[src/rtl/cpu_types_pkg.sv]
// cpu_types_pkg: shared CPU word/register types plus rf_write_arbiter grant encoding and defaults
package cpu_types_pkg;
    typedef logic [31:0] word_t;
    typedef logic [4:0] regbits_t;
    typedef enum logic [1:0] {GNT_NONE, GNT_REQ0, GNT_REQ1} rfarb_gnt_t;
    localparam int unsigned RFARB_STARVE_DEFAULT = 4;
endpackage

[src/rtl/rf_write_arbiter_if.sv]
// rf_write_arbiter_if: two writer request channels and the registered register-file write port
interface rf_write_arbiter_if;
    import cpu_types_pkg::*;
    logic req0_valid, req0_ready, req1_valid, req1_ready;
    regbits_t req0_wsel, req1_wsel, rf_wsel;
    word_t req0_wdat, req1_wdat, rf_wdat;
    logic rf_WEN, force_gnt;
    modport slave (
        input req0_valid, req0_wsel, req0_wdat, req1_valid, req1_wsel, req1_wdat,
        output req0_ready, req1_ready, rf_WEN, rf_wsel, rf_wdat, force_gnt
    );
    modport master (
        output req0_valid, req0_wsel, req0_wdat, req1_valid, req1_wsel, req1_wdat,
        input req0_ready, req1_ready, rf_WEN, rf_wsel, rf_wdat, force_gnt
    );
endinterface

[src/rtl/rf_arb_stats.sv]
// rf_arb_stats: saturating conflict and forced-grant counters, built only with RF_ARB_STATS_EN
module rf_arb_stats
    import cpu_types_pkg::*;
(
    input  logic  CLK,
    input  logic  nRST,
    input  logic  conflict,
    input  logic  forced,
    output word_t stat_conflicts,
    output word_t stat_forced
);
    always_ff @(posedge CLK or negedge nRST) begin
        if (!nRST) begin
            stat_conflicts <= '0;
            stat_forced    <= '0;
        end else begin
            if (conflict && stat_conflicts != '1) stat_conflicts <= stat_conflicts + 32'd1;
            if (forced && stat_forced != '1) stat_forced <= stat_forced + 32'd1;
        end
    end
endmodule

[src/rtl/rf_write_arbiter.sv]
// rf_write_arbiter: fixed-priority RF write port sharing with req1 starvation guard; RF_ARB_STATS_EN adds stat counters
module rf_write_arbiter
    import cpu_types_pkg::*;
#(
    parameter int unsigned STARVE_LIMIT = RFARB_STARVE_DEFAULT
) (
    input logic CLK,
    input logic nRST,
    rf_write_arbiter_if.slave bus
`ifdef RF_ARB_STATS_EN
    ,
    output word_t stat_conflicts,
    output word_t stat_forced
`endif
);
    logic [7:0] starve_cnt, starve_next;
    rfarb_gnt_t gnt;
    logic forced;
    regbits_t win_sel;
    word_t win_dat;
    always_comb begin
        forced = bus.req1_valid && starve_cnt == 8'(STARVE_LIMIT);
        gnt = forced ? GNT_REQ1 : bus.req0_valid ? GNT_REQ0 : bus.req1_valid ? GNT_REQ1 : GNT_NONE;
        win_sel = gnt == GNT_REQ1 ? bus.req1_wsel : bus.req0_wsel;
        win_dat = gnt == GNT_REQ1 ? bus.req1_wdat : bus.req0_wdat;
        starve_next = (!bus.req1_valid || gnt == GNT_REQ1) ? 8'd0 :
                      starve_cnt == 8'hFF ? starve_cnt : starve_cnt + 8'd1;
    end
    assign bus.req0_ready = gnt == GNT_REQ0;
    assign bus.req1_ready = gnt == GNT_REQ1;
    // r0 writes are granted and consume the slot but never assert WEN
    always_ff @(posedge CLK or negedge nRST) begin
        if (!nRST) begin
            starve_cnt    <= '0;
            bus.rf_WEN    <= 1'b0;
            bus.rf_wsel   <= '0;
            bus.rf_wdat   <= '0;
            bus.force_gnt <= 1'b0;
        end else begin
            starve_cnt <= starve_next;
            bus.rf_WEN <= gnt != GNT_NONE && win_sel != '0;
            if (gnt != GNT_NONE) begin
                bus.rf_wsel   <= win_sel;
                bus.rf_wdat   <= win_dat;
                bus.force_gnt <= forced;
            end
        end
    end
`ifdef RF_ARB_STATS_EN
    rf_arb_stats u_stats (
        .CLK(CLK),
        .nRST(nRST),
        .conflict(bus.req0_valid && bus.req1_valid),
        .forced(forced),
        .stat_conflicts(stat_conflicts),
        .stat_forced(stat_forced)
    );
`endif
endmodule

[src/flat_wrapper.sv]
// flat-port wrapper written by rule: the top's interface ports become plain ports
module rf_write_arbiter_flat import cpu_types_pkg::*;
#(
    parameter int unsigned STARVE_LIMIT = RFARB_STARVE_DEFAULT
)
  (CLK, nRST, bus_req0_valid, bus_req0_wsel, bus_req0_wdat, bus_req1_valid, bus_req1_wsel, bus_req1_wdat, bus_req0_ready, bus_req1_ready, bus_rf_WEN, bus_rf_wsel, bus_rf_wdat, bus_force_gnt);
  rf_write_arbiter_if bus_i ();
  input logic CLK;
  input logic nRST;
  input wire logic [$bits(bus_i.req0_valid)-1:0] bus_req0_valid;
  input wire logic [$bits(bus_i.req0_wsel)-1:0] bus_req0_wsel;
  input wire logic [$bits(bus_i.req0_wdat)-1:0] bus_req0_wdat;
  input wire logic [$bits(bus_i.req1_valid)-1:0] bus_req1_valid;
  input wire logic [$bits(bus_i.req1_wsel)-1:0] bus_req1_wsel;
  input wire logic [$bits(bus_i.req1_wdat)-1:0] bus_req1_wdat;
  output wire logic [$bits(bus_i.req0_ready)-1:0] bus_req0_ready;
  output wire logic [$bits(bus_i.req1_ready)-1:0] bus_req1_ready;
  output wire logic [$bits(bus_i.rf_WEN)-1:0] bus_rf_WEN;
  output wire logic [$bits(bus_i.rf_wsel)-1:0] bus_rf_wsel;
  output wire logic [$bits(bus_i.rf_wdat)-1:0] bus_rf_wdat;
  output wire logic [$bits(bus_i.force_gnt)-1:0] bus_force_gnt;
  assign bus_i.req0_valid = bus_req0_valid;
  assign bus_i.req0_wsel = bus_req0_wsel;
  assign bus_i.req0_wdat = bus_req0_wdat;
  assign bus_i.req1_valid = bus_req1_valid;
  assign bus_i.req1_wsel = bus_req1_wsel;
  assign bus_i.req1_wdat = bus_req1_wdat;
  assign bus_req0_ready = bus_i.req0_ready;
  assign bus_req1_ready = bus_i.req1_ready;
  assign bus_rf_WEN = bus_i.rf_WEN;
  assign bus_rf_wsel = bus_i.rf_wsel;
  assign bus_rf_wdat = bus_i.rf_wdat;
  assign bus_force_gnt = bus_i.force_gnt;
  rf_write_arbiter #(.STARVE_LIMIT(STARVE_LIMIT)) u_core (.CLK(CLK), .nRST(nRST), .bus(bus_i));
endmodule
[config.mk]
export PLATFORM = sky130hd
export DESIGN_NAME = rf_write_arbiter_flat
export DESIGN_NICKNAME = d
export VERILOG_FILES = /design/src/rtl/cpu_types_pkg.sv /design/src/rtl/rf_write_arbiter_if.sv /design/src/rtl/rf_arb_stats.sv /design/src/rtl/rf_write_arbiter.sv /design/src/flat_wrapper.sv
export SDC_FILE = /design/constraint.sdc
export NUM_CORES = 1
export LEC_CHECK = 0
export ABC_AREA = 1
export BUFFER_PORTS_ARGS = -buffer_cell sky130_fd_sc_hd__buf_4
export CORE_MARGIN = 10
export CORE_UTILIZATION = 45
export CTS_CLUSTER_SIZE = 28
export DETAILED_ROUTE_END_ITERATION = 12
export PLACE_DENSITY = 0.86
export SETUP_SLACK_MARGIN = 0.4
export SYNTH_ARGS = -nofsm -noshare
export SYNTH_HDL_FRONTEND = slang
export SYNTH_SLANG_ARGS = --single-unit
export TNS_END_PERCENT = 30
[constraint.sdc]
create_clock -name CLK -period 2 [get_ports CLK]
set_clock_uncertainty 0.2 [all_clocks]
set_input_delay 0.3 -clock CLK [delete_from_list [all_inputs] [get_ports CLK]]
set_output_delay 0.3 -clock CLK [all_outputs]
set_load 0.02 [all_outputs]
==> results.md, run 1 <==
## Outcome
- **run status** complete, no violations

## Cells and area
- **cell area after layout** 0.00409 mm^2
- **Cell Count, Final, Fillers Out** 500
- **area taken by flip-flops and latches** 0.00118 mm^2
- **number of inserted diodes** 0
- **Filler Cell Count** 265
- **Area Growth Syn to Fin** 79.1%
- **area occupied by multi-input gates** 0.00121 mm^2
- **proportion of layout cells with a drive suffix above 1** 0.533
- **net count of the finished layout** 512

## Power and ir drop
- **final total power** 2.63 mW
- **combinational fraction of design power** 0.327
- **Switching Share** 0.321
- **Clk pwr share** 0.245
- **sequential power share** 0.428
- **internal cell power** 1.78 mW
- **Lkg Pwr** 2.18 nW
- **Max rail drop VDD** 0.423 mV
- **Psw** 0.842 mW
- **Pwr per Cell Area** 642 mW/mm^2

## Timing
- **slew of the pin with the lowest slew margin** 0.611 ns
- **fmax** 524 MHz
- **Final Max Slew Viols** 0
- **final worst-path setup slack** 0.0908 ns
- **count of endpoints failing hold in the final timing report** 0
- **part of the cycle the worst path needs** 0.955
- **Final min period** 1.91 ns
- **setup repair after global routing missed its margin** true
- **Relative slew margins** 0.593
- **Total Neg Setup Slack** 0 ns
- **endpoints failing setup** 0

## Logic synthesis
- **sequential area share after synthesis** 0.515
- **share of async-settable or async-resettable flops after synthesis** 1.00
- **top post-synthesis cells by area** dfrtp_1, nand3_1, nand2_1
- **predominant post-synthesis flop cell** dfrtp_1
- **number of flops mapped to enable cells by yosys** 0
- **proportion of netlist area held by the largest area contributor** 0.515
- **total number of yosys warnings** 0
- **top cells by instance count after synthesis** nand2_1, nand3_1, dfrtp_1
- **number of distinct library cells after synthesis** 25
- **most instantiated library cell after synthesis** nand2_1
- **Mapped Nets** 360
- **post-synthesis instance area** 0.00228 mm^2
- **number of instances in the synthesized netlist** 280
- **flops & latches, synth** 47
- **mean cell area of the mapped netlist** 8.16 um^2
- **library cell occupying the most area in the post-synthesis netlist** dfrtp_1

## Drt
- **DR pass1 iterations** 4
- **number of vias after detailed routing** 2712
- **number of vias per cell after detailed routing** 5.42
- **average wire per cell in the routed design** 19.9 um
- **number of nets with antenna violations after detailed routing** 0
- **final routed DRC violation total** 0
- **number of DRC markers in iteration 0** 197
- **Routed Wire Length** 9950 um

## Clock tree
- **clock buffers created by TritonCTS** 5
- **clk root buf** clkbuf_8
- **clk slew on worst S/H paths** 0.09 ns
- **clock tree from TritonCTS** done
- **insertion delay to the later sink of the worst-skew pair** 0.30 ns
- **TritonCTS sink count** 47
- **Clock Path Buffers** 2
- **H-tree levels** 2

## Setup path
- **reg2reg start** u_core.starve_cnt[0]
- **critical path start-end classification** register to output port
- **Critical Path Max Stage Delay** 0.40 ns
- **element type at the critical path start** register
- **Critical Path AT** 1.41 ns
- **Crit path max-delay family** flip-flops
- **Worst Setup End Kind** output port
- **crit path buf inv count** 2
- **most prevalent standard cell on the critical path** nand2_4
- **worst-path cell with the longest stage delay** dfrtp_1
- **Crit Path Max Fanout** 3
- **CP Launch Point** u_core.starve_cnt[0]
- **required arrival time at the worst endpoint** 1.50 ns
- **chain of cells forming the critical path** inv_2, ha_4, nand2_4, nor2_4, nand2_4, and2_4, buf_6

## Place
- **Post-Place Worst Slack** 0.0238 ns
- **number of input and output port buffers inserted** 118
- **Post-Place Cell Area** 0.00322 mm^2
- **Post-Place Cells** 455
- **HPWL reported at the end of detailed placement** 5590 um
- **gp weighted congestion** 0.780

## GRT
- **wire length of the first global-routing pass** 14300 um
- **sum of overflow across all layers after global routing** 0
- **total global routing track utilization** 0.209
- **antenna violations before repair** 0
- **number of global-route vias before repair** 2737
- **largest net degree at the start of global routing** 48

## Floorplanning
- **core box area** 0.00482 mm^2
- **die area** 0.00832 mm^2
- **Std-Cell Rows** 25
- **io pins** 119
- **effective utilization at floorplan** 0.474
- **vertical extent of the die** 91.2 um
- **Die Wd** 91.2 um

## Job
- **number of max-cap violations** 0

## Hold path
- **Hold Startpoint** bus_req1_wdat[31]
- **class of the most critical hold timing path** input pin to register

-- area by class of cell --
type / instances / area share
clock inverter: 1 / 0.00184
clock buffer: 7 / 0.0236
multi-input combinational: 199 / 0.297
tap: 67 / 0.0205
sequential: 47 / 0.288
inverter: 20 / 0.0196
timing repair buffer: 159 / 0.350
-- cell families after synthesis --
group | count (synthesis) | share of synthesized area
DFF | 47 | 0.515
xor gates and xnor gates | 1 | 0.00384
AOI/OAI and AO/OA | 19 | 0.0449
buffers and inverters | 35 | 0.0729
and+or+nand+nor | 176 | 0.352
adders and majority gates | 2 | 0.0110
-- what timing repair did --
action,in CTS,in global routing
setup endpoints to repair,49,49
resized for setup,47,41
hold buffers,1,0
pin swaps,12,10
gates cloned,9,0
endpoints found under the hold margin,47,0
buffers inserted,23,4
-- routing by layer --
metal / wire [um] / GRT usage
met1: 3750 / 0.232
met4: 175 / 0.0509
met5: 0 / 0
met2: 5190 / 0.375
met3: 839 / 0.0675
-- sequential cells by signal, summed over array words and instances (netlist names) --
register / flops
u_core.bus.force_gnt: 1
u_core.bus.rf_WEN: 1
u_core.bus.rf_wdat: 32
u_core.bus.rf_wsel: 5
u_core.starve_cnt: 8
-- stage by stage --
stage,utilization,hold WS [ns]
floorplan,-,-0.196
global placement,0.669,0.146
detailed placement,0.669,0.149
CTS,0.817,0.00445
global route,0.849,0.0109
finish,0.849,0.0187
-- tightest hold or removal path, delay by kind of cell --
family / cells / cell delay [ns]
simple gates: 2 / 0.11
buf+inv: 1 / 0.08
-- cells in the final DEF, fill, tap and decap left out, types with 2 or more instances in the layout --
cell      instances
a21oi_1           4
buf_12            4
buf_16            8
buf_4           140
buf_6             5
clkbuf_8          7
dfrtp_1          47
inv_1            10
inv_2             9
nand2_1          63
nand2_2           9
nand2_4          18
nand3_1          51
nand3_2          18
nor2_1            7
nor2_2            2
nor2_4            3
nor3_1            2
o21ai_0           8
o21ai_1           3
-- power by group through the flow --
stage	sequential (mW)	combinational, mW	clock, mW
3_3_place_gp	1.11	0.619	0
5_1_grt	1.13	0.908	0.685
3_5_place_dp	1.11	0.632	0
4_1_cts	1.10	0.803	0.651
2_1_floorplan	1.22	0.179	0
6_report	1.12	0.858	0.644
-- final timing paths --
| kind | endpoint | cells after the start | slack, ns |
|---|---|---|---|
| max | bus_req0_ready | 7 | 0.09 |
| min | u_core.bus.rf_wdat[31] | 3 | 0.02 |
| max reg2reg | u_core.bus.rf_wdat[13] | 13 | 0.09 |
| min reg2reg | u_core.bus.rf_wdat[21] | 2 | 0.30 |
| max in group asynchronous | u_core.bus.rf_wdat[25] | 2 | 0.84 |
| min in group asynchronous | u_core.bus.rf_wdat[12] | 2 | 0.34 |
Note: power is estimated with default switching activity, not from simulation.
==> run 2: changes to the inputs <==
Settings changed: ABC_AREA 1 to default, CORE_UTILIZATION 45 to 47.
==> run 2 against run 1 <==
The flow now finishes with violations (negative setup slack). Critical path depth is 2 lower. Flip-flop and latch count stayed put. Via count is 7.0% lower. Critical endpoint unchanged. Largest power group unchanged.
==> results.md, run 2 <==
## Floorplanning
- **vertical extent of the die** 94.0 um
- **effective utilization at floorplan** 0.495
- **io pins** 119
- **Die Wd** 94.0 um
- **core box area** 0.00520 mm^2
- **Std-Cell Rows** 26
- **die area** 0.00884 mm^2

## Clock tree
- **clock tree from TritonCTS** done
- **Clock Path Buffers** 2
- **clk slew on worst S/H paths** 0.09 ns
- **insertion delay to the later sink of the worst-skew pair** 0.30 ns
- **clock buffers created by TritonCTS** 5
- **clk root buf** clkbuf_8
- **H-tree levels** 2
- **TritonCTS sink count** 47

## Setup path
- **Worst Setup End Kind** output port
- **Critical Path AT** 1.51 ns
- **chain of cells forming the critical path** inv_2, ha_4, and4bb_2, a21boi_2, buf_6
- **critical path start-end classification** register to output port
- **Crit Path Max Fanout** 2
- **worst-path cell with the longest stage delay** dfrtp_1
- **Critical Path Max Stage Delay** 0.38 ns
- **element type at the critical path start** register
- **required arrival time at the worst endpoint** 1.50 ns

## Cells and area
- **fin util** 0.754
- **cell area after layout** 0.00392 mm^2
- **number of inserted diodes** 0
- **Area Growth Syn to Fin** 52.3%
- **net count of the finished layout** 441
- **most common cell after layout, fill and taps aside** buf_4
- **flip-flop count of the largest register, all copies and words added** 32
- **top register by number of flip-flops** u_core.bus.rf_wdat
- **largest registers in the final layout** u_core.bus.rf_wdat (32), u_core.starve_cnt (8), u_core.bus.rf_wsel (5)
- **most frequent cells in the layout** buf_4, dfrtp_1, nand2_1, mux2i_1, o221a_2
- **proportion of layout cells with a drive suffix above 1** 0.577

## Logic synthesis
- **sequential area share after synthesis** 0.457
- **number of distinct library cells after synthesis** 34
- **number of instances in the synthesized netlist** 231
- **Mapped Nets** 311
- **post-synthesis instance area** 0.00258 mm^2
- **top post-synthesis cells by area** dfrtp_1, o221a_2, mux2i_1
- **number of flops mapped to enable cells by yosys** 0
- **most instantiated library cell after synthesis** dfrtp_1
- **library cell occupying the most area in the post-synthesis netlist** dfrtp_1
- **flops & latches, synth** 47
- **predominant post-synthesis flop cell** dfrtp_1
- **share of async-settable or async-resettable flops after synthesis** 1.00
- **mean cell area of the mapped netlist** 11.2 um^2
- **proportion of netlist area held by the largest area contributor** 0.457
- **top cells by instance count after synthesis** dfrtp_1, nand2_1, mux2i_1, o221a_2, buf_2
- **total number of yosys warnings** 0

## Drt
- **average wire per cell in the routed design** 20.3 um
- **number of nets with antenna violations after detailed routing** 0
- **number of vias per cell after detailed routing** 5.84
- **number of DRC markers in iteration 0** 114
- **Routed Wire Length** 8790 um
- **final routed DRC violation total** 0
- **DR pass1 iterations** 4
- **number of vias after detailed routing** 2523

## Outcome
- **violations in the final reports** negative setup slack
- **run status** complete, but fails checks

## Power and ir drop
- **Psw** 0.722 mW
- **final total power** 2.63 mW
- **Lkg Pwr** 1.90 nW
- **internal cell power** 1.91 mW
- **Switching Share** 0.275
- **Pwr per Cell Area** 670 mW/mm^2
- **Clk pwr share** 0.315
- **Max rail drop VDD** 0.392 mV
- **sequential power share** 0.411
- **combinational fraction of design power** 0.275

## Timing
- **slew of the pin with the lowest slew margin** 0.617 ns
- **final worst-path setup slack** -0.00777 ns
- **part of the cycle the worst path needs** 1.00
- **Final Max Slew Viols** 0
- **Total Neg Setup Slack** -0.00777 ns
- **fmax** 498 MHz
- **Final min period** 2.01 ns
- **count of endpoints failing hold in the final timing report** 0
- **endpoints failing setup** 1
- **setup repair after global routing missed its margin** true
- **Relative slew margins** 0.588

## GRT
- **antenna violations before repair** 0
- **Global Route met2 Usage** 0.320
- **met3 demand-to-capacity share in global routing** 0.0464
- **wire length of the first global-routing pass** 13500 um
- **total global routing track utilization** 0.187
- **Most Used Layer, Global Route** met2
- **number of global-route vias before repair** 2628
- **sum of overflow across all layers after global routing** 0
- **met1 demand-to-capacity share in global routing** 0.232
- **largest net degree at the start of global routing** 48

## Place
- **Post-Place Cell Area** 0.00356 mm^2
- **HPWL reported at the end of detailed placement** 6350 um
- **gp weighted congestion** 0.838
- **number of input and output port buffers inserted** 118
- **Post-Place Worst Slack** 0.124 ns

## Job
- **number of max-cap violations** 0

## Hold path
- **class of the most critical hold timing path** input pin to register

## run 2: changes by cell type after synthesis, moves of 7 or more
cell	before	now
clkbuf_1	0	7
inv_1	12	4
inv_2	8	0
mux2i_1	0	37
nand2_1	88	41
nand3_1	69	2
o21ai_0	10	1
o221a_2	0	37
## run 2: timing repair
action,in CTS,in global routing
hold endpoints to repair,47,0
hold buffers,1,0
buffers inserted,5,6
setup endpoints to repair,48,49
gates resized for setup,13,20
pin swaps,5,13
## run 2: power by group through the flow
stage | clock (mW) | sequential, mW | combinational [mW]
finish | 0.828 | 1.08 | 0.721
global route | 0.866 | 1.09 | 0.772
CTS | 0.833 | 1.08 | 0.718
detailed placement | 0 | 1.09 | 0.699
global placement | 0 | 1.09 | 0.676
floorplan | 0 | 1.19 | 0.249
## run 2: cell families (layout without fill, tap and decap cells)
| group | Yosys count | count (layout) | share of synthesized area |
|---|---|---|---|
| muxes | 37 | 37 | 0.144 |
| adders and majority gates | 2 | 2 | 0.00971 |
| and+or+nand+nor | 68 | 68 | 0.132 |
| buffers and inverters | 23 | 154 | 0.0461 |
| DFF | 47 | 47 | 0.457 |
| AOI/OAI and AO/OA | 54 | 54 | 0.212 |
## run 2: through the flow
| stage | hold WS, ns | cells |
|---|---|---|
| final | 0.0583 | 432 |
| after global routing | 0.0549 | 432 |
| after CTS | 0.0556 | 426 |
| after detailed placement | 0.152 | 412 |
| after global placement | 0.154 | 412 |
| after floorplan | -0.196 | 231 |
## run 2: critical path, delay by kind of cell, from the launching register on
| kind | cells | cell delay [ns] |
|---|---|---|
| flops | 1 | 0.38 |
| compound gates | 1 | 0.21 |
| fa+ha+maj | 1 | 0.15 |
| buf+inv | 2 | 0.21 |
| simple gates | 1 | 0.25 |
## run 2: cell type report
type / instances / area, um^2
clock buffer: 6 / 72.6
clock inverter: 2 / 60.1
fill: 357 / 1280
inverter: 4 / 17.5
multi-input combinational: 161 / 1390
sequential: 47 / 1180
tap: 70 / 87.6
timing repair buffer: 142 / 1110
## run 2: path summary, 6_finish.rpt
path                       slack (ns)                      to  cells after the start                 start
max                            -0.008          bus_req0_ready                      5  u_core.starve_cnt[0]
min                              0.06  u_core.bus.rf_wdat[30]                      2     bus_req1_wdat[30]
max reg2reg                      0.13  u_core.bus.rf_wdat[10]                      7  u_core.starve_cnt[0]
min reg2reg                      0.36    u_core.bus.force_gnt                      2  u_core.bus.force_gnt
max in group asynchronous        0.79    u_core.starve_cnt[7]                      2                  nRST
min in group asynchronous        0.34    u_core.starve_cnt[0]                      2                  nRST
## run 2: routing by layer
layer	wire (um)	vias up
met5	0	-
met2	4520	110
met3	644	7
li1	-	1148
met4	85	0
met1	3540	1258
==> run 3: changes to the inputs <==
Settings changed: RECOVER_POWER from default to 50.
==> run 3 against run 2 <==
The flow still finishes with violations (negative setup slack). Critical path depth unchanged. Largest power group unchanged. Hold slack got worse by 0.0014 ns. Critical path type unchanged. Clock power is essentially flat.
==> results.md, run 3 (same netlist as run 2, synthesis figures left out) <==
## Timing
- **endpoints failing setup** 1
- **Relative slew margins** 0.206
- **count of endpoints failing hold in the final timing report** 0
- **final worst-path setup slack** -0.00436 ns
- **part of the cycle the worst path needs** 1.00
- **Final min period** 2.00 ns
- **Final Max Slew Viols** 0
- **slew of the pin with the lowest slew margin** 1.19 ns
- **setup repair after global routing missed its margin** true
- **fmax** 499 MHz

## Setup path
- **CP Depth** 5
- **element type at the critical path start** register
- **required arrival time at the worst endpoint** 1.50 ns
- **Crit Path Max Fanout** 2
- **chain of cells forming the critical path** inv_2, ha_4, and4bb_2, a21boi_2, buf_6
- **reg2reg start** u_core.starve_cnt[0]
- **Critical Path Max Stage Delay** 0.38 ns
- **Worst Setup End Kind** output port
- **Crit path max-delay family** flip-flops
- **crit path buf inv count** 2
- **Worst Reg-to-Reg Cells** 7
- **critical path start-end classification** register to output port
- **worst reg-to-reg setup slack** 0.13 ns
- **endpoint of the worst register-to-register path** u_core.bus.rf_wdat[10]
- **worst-path cell with the longest stage delay** dfrtp_1
- **Critical Path AT** 1.50 ns

## Floorplanning
- **die area** 0.00884 mm^2
- **vertical extent of the die** 94.0 um
- **effective utilization at floorplan** 0.495
- **Std-Cell Rows** 26
- **io pins** 119
- **Die Wd** 94.0 um
- **core box area** 0.00520 mm^2

## Outcome
- **run status** complete, but fails checks
- **violations in the final reports** negative setup slack

## GRT
- **wire length of the first global-routing pass** 13500 um
- **number of global-route vias before repair** 2628
- **antenna violations before repair** 0
- **sum of overflow across all layers after global routing** 0
- **total global routing track utilization** 0.187
- **largest net degree at the start of global routing** 48

## Cells and area
- **top register by number of flip-flops** u_core.bus.rf_wdat
- **most common cell after layout, fill and taps aside** buf_4
- **net count of the finished layout** 441
- **largest registers in the final layout** u_core.bus.rf_wdat (32), u_core.starve_cnt (8), u_core.bus.rf_wsel (5)
- **number of inserted diodes** 0
- **flip-flop count of the largest register, all copies and words added** 32
- **most frequent cells in the layout** buf_4, dfrtp_1, nand2_1, mux2i_1, o221a_2
- **Filler Cell Count** 377
- **Area Growth Syn to Fin** 49.4%
- **proportion of layout cells with a drive suffix above 1** 0.525
- **Cell Count, Final, Fillers Out** 432

## Drt
- **average wire per cell in the routed design** 20.3 um
- **final routed DRC violation total** 0
- **number of vias after detailed routing** 2531
- **Routed Wire Length** 8780 um
- **DR pass1 iterations** 4
- **number of DRC markers in iteration 0** 157
- **number of nets with antenna violations after detailed routing** 0
- **number of vias per cell after detailed routing** 5.86

## Clock tree
- **clk root buf** clkbuf_8
- **insertion delay to the later sink of the worst-skew pair** 0.30 ns
- **H-tree levels** 2
- **clk slew on worst S/H paths** 0.09 ns
- **Clock Path Buffers** 2
- **clock buffers created by TritonCTS** 5
- **TritonCTS sink count** 47
- **clock tree from TritonCTS** done

## Power and ir drop
- **Lkg Pwr** 1.82 nW
- **Pwr per Cell Area** 675 mW/mm^2
- **Max rail drop VDD** 0.392 mV

## Place
- **number of input and output port buffers inserted** 118
- **HPWL reported at the end of detailed placement** 6350 um
- **Post-Place Cells** 412
- **Post-Place Worst Slack** 0.124 ns
- **gp weighted congestion** 0.838

## Hold path
- **Hold Startpoint** bus_req1_wdat[30]
- **class of the most critical hold timing path** input pin to register
- **worst hold stages** 2
- **hold worst-path end** u_core.bus.rf_wdat[30]

## Job
- **number of max-cap violations** 0

## run 3: where the power goes
part	switching, mW	internal [mW]	total, mW
clock	0.329	0.500	0.829
sequential	0.0472	1.03	1.08
combinational	0.347	0.342	0.689
## run 3: layer usage
metal / global-route usage / vias up / wire, um
li1: - / 1148 / -
met1: 0.232 / 1259 / 3500
met2: 0.320 / 113 / 4470
met3: 0.0464 / 11 / 704
met4: 0.0405 / 0 / 102
met5: 0 / - / 0
## run 3: per-stage QoR
step | instance area, um^2 | setup TNS (ns) | util | total power [mW] | hold slack (ns)
floorplan | 2600 | 0 | - | 1.44 | -0.196
global placement | 3560 | 0 | 0.684 | 1.77 | 0.154
detailed placement | 3560 | 0 | 0.684 | 1.79 | 0.152
CTS | 3790 | 0 | 0.728 | 2.63 | 0.0556
global route | 3850 | -0.0620 | 0.739 | 2.70 | 0.0549
finish | 3850 | -0.00436 | 0.739 | 2.60 | 0.0568
## run 3: area by class of cell
class / instances / area [um^2] / area share
Clock buffer: 6 / 72.6 / 0.0189
Clock inverter: 2 / 60.1 / 0.0156
Inverter: 4 / 17.5 / 0.00455
Multi-Input combinational cell: 161 / 1390 / 0.362
Sequential cell: 47 / 1180 / 0.307
Tap cell: 70 / 87.6 / 0.0228
Timing Repair Buffer: 142 / 1040 / 0.270
## run 3: how the worst max path moves through the flow
stage | end | slack (ns) | startpoint
final | bus_req0_ready | -0.004 | u_core.starve_cnt[0]
after global routing | bus_req1_ready | -0.03 | u_core.starve_cnt[1]
after CTS | bus_req1_ready | 0.006 | u_core.starve_cnt[0]
after detailed placement | u_core.bus.rf_wdat[21] | 0.12 | u_core.starve_cnt[0]
after global placement | u_core.bus.rf_wdat[15] | 0.20 | u_core.starve_cnt[5]
after floorplan | bus_req1_ready | 0.28 | u_core.starve_cnt[0]
## run 3: worst register-to-register path: stages (launching register included)
cell	delay (ns)
dfrtp_1	0.40
inv_2	0.09
ha_4	0.12
and4bb_2	0.28
a2bb2oi_4	0.09
buf_4	0.17
buf_4	0.17
o221a_2	0.25
## run 3: repair_timing
item | CTS | global route
gates cloned | 0 | 0
setup endpoints to repair | 48 | 49
setup buffers | 5 | 6
gates resized for setup | 13 | 20
pin swaps | 5 | 13
hold buffers | 1 | 0
hold endpoints to repair | 47 | 0
